$ cat src/rtl/ifu.sv
// ifu - instruction fetch unit for the ECU.
//
// Steers the program counter with its strobes, reads one instruction byte per
// cycle from the data bus and assembles an opcode plus 0-3 operand bytes into
// a single instruction word for the execute stage. Execute can redirect the
// fetch stream at any time with a jump request.
//
// Ports:
//   clk, rst   system clock, synchronous active-high reset
//   di         data bus byte at the current program counter address
//   oe, ini    program counter output enable and advance strobe
//   lrc, ai    program counter load strobe and load value
//   jmp, jta   jump request and jump target from execute
//   op, opr    latched opcode and little-endian operand bytes
//   len        operand count taken from opcode bits [7:6]
//   iv, ack    instruction valid / consumed handshake with execute
module ifu #(
  parameter logic [15:0] RV = 16'h8000
) (
  input  logic        clk,
  input  logic        rst,
  input  logic [7:0]  di,
  output logic        oe,
  output logic        ini,
  output logic        lrc,
  output logic [15:0] ai,
  input  logic        jmp,
  input  logic [15:0] jta,
  output logic [7:0]  op,
  output logic [23:0] opr,
  output logic [1:0]  len,
  output logic        iv,
  input  logic        ack
);

  typedef enum logic [1:0] {FOP, FOPR, HOLD} state_t;

  state_t     state;
  logic [1:0] idx;
  logic       fetching;

  // Strobes are decoded from state; reset and jump both suppress fetching so
  // that lrc and ini can never be high together.
  always_comb begin
    fetching = (state == FOP) || (state == FOPR);
    oe       = !rst && !jmp && fetching;
    ini      = !rst && !jmp && fetching;
    lrc      = !rst && jmp;
    ai       = lrc ? jta : 16'h0000;
    iv       = !rst && (state == HOLD);
  end

  // Fetch sequencer. A jump discards any partial instruction and restarts at
  // the opcode fetch; the program counter is reloaded in the same cycle, so
  // no byte is taken from di while jumping.
  always_ff @(posedge clk) begin
    if (rst) begin
      state <= FOP;
      idx   <= 2'd0;
      op    <= 8'h00;
      opr   <= 24'h000000;
      len   <= 2'd0;
    end else if (jmp) begin
      state <= FOP;
    end else begin
      case (state)
        FOP: begin
          op    <= di;
          len   <= di[7:6];
          opr   <= 24'h000000;
          idx   <= 2'd0;
          state <= (di[7:6] == 2'd0) ? HOLD : FOPR;
        end
        FOPR: begin
          case (idx)
            2'd0:    opr[7:0]   <= di;
            2'd1:    opr[15:8]  <= di;
            default: opr[23:16] <= di;
          endcase
          idx <= idx + 2'd1;
          // len is at least 1 here, so len-1 is the last operand index
          if (idx == len - 2'd1) begin
            state <= HOLD;
          end
        end
        HOLD: begin
          if (ack) begin
            state <= FOP;
          end
        end
        default: state <= FOP;
      endcase
    end
  end

endmodule

$ cat config.mk
export PLATFORM = sky130hd
export DESIGN_NAME = ifu
export DESIGN_NICKNAME = d
export VERILOG_FILES = /design/src/rtl/ifu.sv
export SDC_FILE = /design/constraint.sdc
export NUM_CORES = 1
export LEC_CHECK = 0
export ABC_AREA = 1
export ABC_CLOCK_PERIOD_IN_PS = 1400
export CORE_UTILIZATION = 37
export CTS_BUF_LIST = sky130_fd_sc_hd__clkbuf_8
export CTS_CLUSTER_SIZE = 24
export DETAILED_ROUTE_END_ITERATION = 8
export PLACE_DENSITY = 0.87
export SYNTH_ARGS = -nofsm -noshare
export SYNTH_HDL_FRONTEND = slang
export SYNTH_SLANG_ARGS = --single-unit
export TNS_END_PERCENT = 20
$ cat constraint.sdc
create_clock -name clk -period 1.4 [get_ports clk]
set_clock_uncertainty 0.2 [all_clocks]
set_input_delay 0.28 -clock clk [delete_from_list [all_inputs] [get_ports clk]]
set_output_delay 0.28 -clock clk [all_outputs]
set_load 0.05 [all_outputs]
==> impl_metrics.json, run 1 <==
{
  "grt_overflow_total": 0,
  "portBuffers": 81,
  "seq_area_frac_synth_pct": 43.7,
  "clkLatencyLatePin_ns": 0.30,
  "yosys_warnings": 0,
  "first_global_vias": 1962,
  "p_leak_uw": 0.00160,
  "drv_cap": 0,
  "drtPass1Iterations": 5,
  "synth_mux_area_share_pct": 0,
  "synth_area_leaders": "dfxtp_1, nor2_1, inv_1",
  "drive_gt1_share_pct": 51.5,
  "crit_required_ns": 0.92,
  "fillers": 141,
  "fin_ws_ns": -0.238,
  "power_density_mw_per_mm2": 1020,
  "critPathMaxFanout": 3,
  "die_area_mm2": 0.00472,
  "hp-class": "in2reg",
  "cts_root_buf": "clkbuf_8",
  "syn2layout_area_growth_pct": 124,
  "avgViaCountPerCell": 5.52,
  "initial_core_util_pct": 39.8,
  "routedWlPerCell_um": 20.1,
  "place_congestion": 0.803,
  "synth.cell_area_mm2": 0.00165,
  "critPathSlowestCell": "dfxtp_4",
  "rows": 23,
  "outcome": "finished, violations left",
  "syn_inst": 228,
  "ir_worst_vdd_v": 0.000841,
  "avgSynthCellArea_um2": 7.23,
  "end_kind": "output pin",
  "synthSimpleGateAreaFrac_pct": 19.7,
  "hold_viol": 0,
  "crit_chain": "buf_6, nor2_4, buf_12",
  "crit_family": "flip-flops",
  "cts_buffers": 5,
  "synth_fa_ha_area_share_pct": 1.52,
  "final_nets": 369,
  "synth_edf_count": 0,
  "setup.worst_path.start_class": "flop",
  "worstPathArrival_ns": 1.16,
  "synth_top_area_share_pct": 43.7,
  "synth_xor_area_share_pct": 0,
  "tightest_slew_ns": 0.403,
  "ys_seq_elements": 36,
  "cts_max_level": 2,
  "violations": "negative setup slack",
  "setup_viol": 47,
  "crit_type": "reg2out",
  "synth_top_family_by_area": "compound AO/OA/AOI/OAI gates",
  "max_stage_delay_ns": 0.37,
  "async_reset_ff_share_pct": 0,
  "yosysMostFrequentCell": "nor2_1",
  "cts_hold_buf": 0,
  "ys_top_cells_by_count": "nor2_1, inv_1, dfxtp_1, a21oi_1, o21ai_0",
  "syn_nets": 258,
  "die_w_um": 68.7,
  "maxSlewViolCount": 0,
  "ys_types": 22,
  "cts_sinks": 36,
  "grt_max_degree": 32,
  "fin_crit_sh_pct": 117,
  "worst-path-buf-inv": 2,
  "die_h_um": 68.7,
  "pin_count": 82,
  "dp_worst_setup_slack_ns": -0.666,
  "via_count": 2153,
  "wl_um": 7850,
  "dp_hpwl_um": 4190,
  "rsz0062_at_grt": "yes",
  "placed_area_mm2": 0.00328,
  "diodes": 0,
  "tritoncts": "built",
  "core_area_mm2": 0.00414,
  "r2r_slack_ns": -0.22,
  "synth_compound_area_share_pct": 20.4,
  "cts.path.max_buffers": 2,
  "clk_pin_slew_worst_paths_ns": 0.09,
  "synth_largest_area_cell": "dfxtp_1",
  "grt_pass1_wl_um": 9340,
  "slew_headroom_pct": 73.0,
  "ys.flop_type": "dfxtp_1",
  "antenna_found_initial": 0,
  "grt.total_usage_pct": 27.7,
  "power_uw": 3770,
  "max_freq_ghz": 0.610,
  "drtAntennaViolNets": 0,
  "period_needed_ns": 1.64,
  "drcViolationCount": 0,
  "fin_tns_setup_ns": -5.19,
  "finish.instance_area_mm2": 0.00370,
  "drtIter0Drc": 180
}
report_power, final:
part | internal (µW) | switching [µW]
Clock | 522 | 404
Combinational | 728 | 883
Sequential | 1120 | 112
Total | 2370 | 1400
cell type report:
class / count / area (µm²) / share of cell area (%)
sequential: 36 / 734 / 19.9
timing repair inverter: 1 / 8.76 / 0.237
clock buffer: 5 / 68.8 / 1.86
timing repair buffer: 113 / 1650 / 44.5
tap: 50 / 62.6 / 1.69
inverter: 45 / 199 / 5.38
multi-input combinational: 137 / 937 / 25.4
clock inverter: 3 / 38.8 / 1.05
worst paths after layout:
kind            start  endpoint  cells past startpoint
max reg2reg  state[0]    opr[0]                      6
min               rst   opr[23]                      3
min reg2reg     op[6]     op[6]                      2
max          state[1]       ini                      3
metal layers:
metal | routed length, µm | vias up | track usage [%]
met5 | 0 | - | 0
met4 | 450 | 0 | 13.3
met3 | 840 | 47 | 7.40
li1 | - | 922 | -
met2 | 3960 | 194 | 53.6
met1 | 2600 | 990 | 26.9
cell usage in the layout, fill, tap and decap left out, types with 3 or more instances in the layout:
master and instances:
buf_12 56, nor2_1 35, dfxtp_1 29, buf_4 24, nor2_4 21, inv_1 21
inv_2 19, o21ai_1 19, a21oi_1 17, clkdlybuf4s50_1 12, dlygate4sd2_1 12, nand2_1 10
a21oi_2 8, o21ai_0 6, o21ai_2 6, buf_6 6, clkbuf_8 5, dfxtp_2 5
inv_4 4, o21ai_4 3, nand2_4 3
sequential cells by signal, summed over array words and instances (netlist names):
name / cells
state: 2
op: 8
opr: 24
idx: 2
cells by family after synthesis:
family                     Yosys count
adders and majority gates            2
buffers and inverters               55
DFF                                 36
AOI/OAI and AO/OA                   59
and+or+nand+nor                     76
worst reg2reg max path, cell delays in order, from the launching register on:
cell,delay [ns]
dfxtp_2,0.34
buf_6,0.12
buf_4,0.12
nand2_4,0.10
nor2_1,0.26
o21ai_0,0.17
nor2_1,0.23
timing repair:
item / CTS / global route
buffers inserted: 8 / 5
cloned: 1 / 1
endpoints found under the setup margin: 58 / 51
pin swaps: 21 / 16
resized for setup: 69 / 45
metrics by stage:
stage,instances,utilization (%),hold WS (ns)
floorplan,228,-,0.142
global route,390,89.2,0.0931
detailed placement,368,79.0,0.266
global placement,368,79.0,0.257
finish,390,89.2,0.102
CTS,385,85.1,0.0918
No activity file was read; power rests on OpenSTA's default activity.
==> run 2: changes to the inputs <==
ABC_CLOCK_PERIOD_IN_PS = 1600   (was 1400)
CORE_UTILIZATION = 41   (was 37)
PLACE_DENSITY = 0.91   (was 0.87)
clock period = 1.6 ns   (was 1.4 ns; I/O delays follow)
==> impl_metrics.json, run 2 (synthesis gave the netlist of run 1 again) <==
{
  "top_regs": "opr (24), op (8)",
  "slew_headroom_pct": 70.3,
  "setup_viol": 41,
  "p_leak_uw": 0.00156,
  "drive_gt1_share_pct": 47.3,
  "place_congestion": 0.802,
  "grt.total_usage_pct": 46.8,
  "min-delay-start": "rst",
  "fin_crit_sh_pct": 114,
  "path_depth": 5,
  "end_kind": "output pin",
  "crit_required_ns": 1.08,
  "tritoncts": "built",
  "r2r_slack_ns": -0.22,
  "hp-class": "in2reg",
  "min_path_cells": 3,
  "hold_end": "opr[23]",
  "cts.path.max_buffers": 2,
  "worst-path-buf-inv": 3,
  "tightest_slew_ns": 0.444,
  "outcome": "finished, violations left",
  "worstSetupStartpoint": "rst",
  "first_global_vias": 2337,
  "maxSlewViolCount": 0,
  "drv_cap": 0,
  "crit_family": "simple AND/OR/NAND/NOR gates",
  "initial_core_util_pct": 44.0,
  "period_needed_ns": 1.82,
  "ff2ff_path_depth": 6,
  "cts_max_level": 2,
  "crit_chain": "buf_2, inv_1, nand2_1, nor2_4, buf_12",
  "regMostFlops": "opr",
  "grt_overflow_total": 0,
  "avgViaCountPerCell": 6.54,
  "pin_count": 82,
  "whs_ns": 0.212,
  "cts_sinks": 36,
  "critPathMaxFanout": 3,
  "clkLatencyLatePin_ns": 0.30,
  "max_stage_delay_ns": 0.29,
  "die_w_um": 65.4,
  "fillers": 52,
  "grt_pass1_wl_um": 14000,
  "crit_type": "in2out",
  "mostFrequentLayoutCells": "buf_12, nor2_1, dfxtp_1",
  "drtPass1Iterations": 5,
  "critPathSlowestCell": "nor2_4",
  "final_common_cell": "buf_12",
  "routedWlPerCell_um": 30.4,
  "largest_reg_flops": 24,
  "fin_ws_ns": -0.220,
  "drtAntennaViolNets": 0,
  "setup.worst_path.start_class": "input pin",
  "cts_root_buf": "clkbuf_8",
  "dp_hpwl_um": 4650,
  "rsz0062_at_grt": "yes",
  "via_count": 2525,
  "die_h_um": 65.4,
  "final_nets": 365,
  "antenna_found_initial": 1,
  "syn2layout_area_growth_pct": 122,
  "rows": 22,
  "violations": "negative setup slack",
  "drtIter0Drc": 326,
  "clk_pin_slew_worst_paths_ns": 0.08,
  "power_uw": 3460,
  "die_area_mm2": 0.00428,
  "power_density_mw_per_mm2": 946,
  "cts_buffers": 5,
  "cts_hold_buf": 0,
  "regToRegStartpoint": "idx[1]",
  "wl_um": 11800,
  "fin_util_pct": 97.6,
  "drcViolationCount": 0,
  "max_freq_ghz": 0.550,
  "rr_endpoint": "opr[14]",
  "worstPathArrival_ns": 1.30,
  "grt_max_degree": 32,
  "portBuffers": 81,
  "ir_worst_vdd_v": 0.000852,
  "hold_viol": 0,
  "core_area_mm2": 0.00374
}
==> run 2: cell count changes in the layout (fill, tap and decap cells not counted), moves of 3 or more <==
cell and delta:
inv_1 +8, inv_2 -7, o21ai_0 +7, clkdlybuf4s50_1 +6, dlygate4sd2_1 -6, buf_4 -5
nor2_2 +4, o21ai_1 -4, nor2_1 -3
==> run 2: how the worst max path moves through the flow <==
stage	end	slack, ns
after CTS	iv	-0.09
after floorplan	iv	-0.17
after global routing	opr[14]	-0.21
after detailed placement	ai[2]	-0.49
after global placement	ai[1]	-0.45
final	ini	-0.22
==> run 2: where the power goes <==
group	total [µW]	internal (µW)	switching, µW
clock network	881	463	419
logic	1480	616	859
registers	1100	976	124
==> run 2: tightest hold or removal path, cell delays in order <==
cell and delay (ns):
buf_2 0.14, buf_4 0.17, a21oi_2 0.04
==> run 2: timing repair <==
item / CTS / global route
setup buffers: 5 / 7
pin swaps: 20 / 10
endpoints found under the setup margin: 51 / 45
resized for setup: 46 / 35
gates cloned: 1 / 1
==> run 2: through the flow <==
stage	cells	TNS, ns	setup WS [ns]	instance area (µm²)
floorplan	228	-2.23	-0.166	1790
CTS	376	-0.673	-0.0867	3490
finish	386	-3.07	-0.220	3650
global placement	362	-17.58	-0.451	3250
global route	385	-3.40	-0.206	3650
detailed placement	362	-20.45	-0.493	3250
==> run 2: final cells by class <==
class                           instances  area (µm²)  area share (%)
Clock inverter                          3        42.5            1.16
Multi-Input combinational cell        138         930            25.4
Timing Repair Buffer                  108        1600            43.8
Sequential cell                        36         732            20.0
Antenna cell                            2        5.00           0.137
Inverter                               45         199            5.44
Clock buffer                            5        68.8            1.88
Timing Repair inverter                  1        16.3           0.445
Tap cell                               48        60.1            1.64
==> run 2: per-layer routing <==
layer  track usage (%)  routed length (µm)  up-vias
met5                 0                   0        -
met4              38.0                1570        0
met3              16.1                1590      138
met2              81.3                5120      325
met1              44.2                3470     1141
li1                  -                   -      921
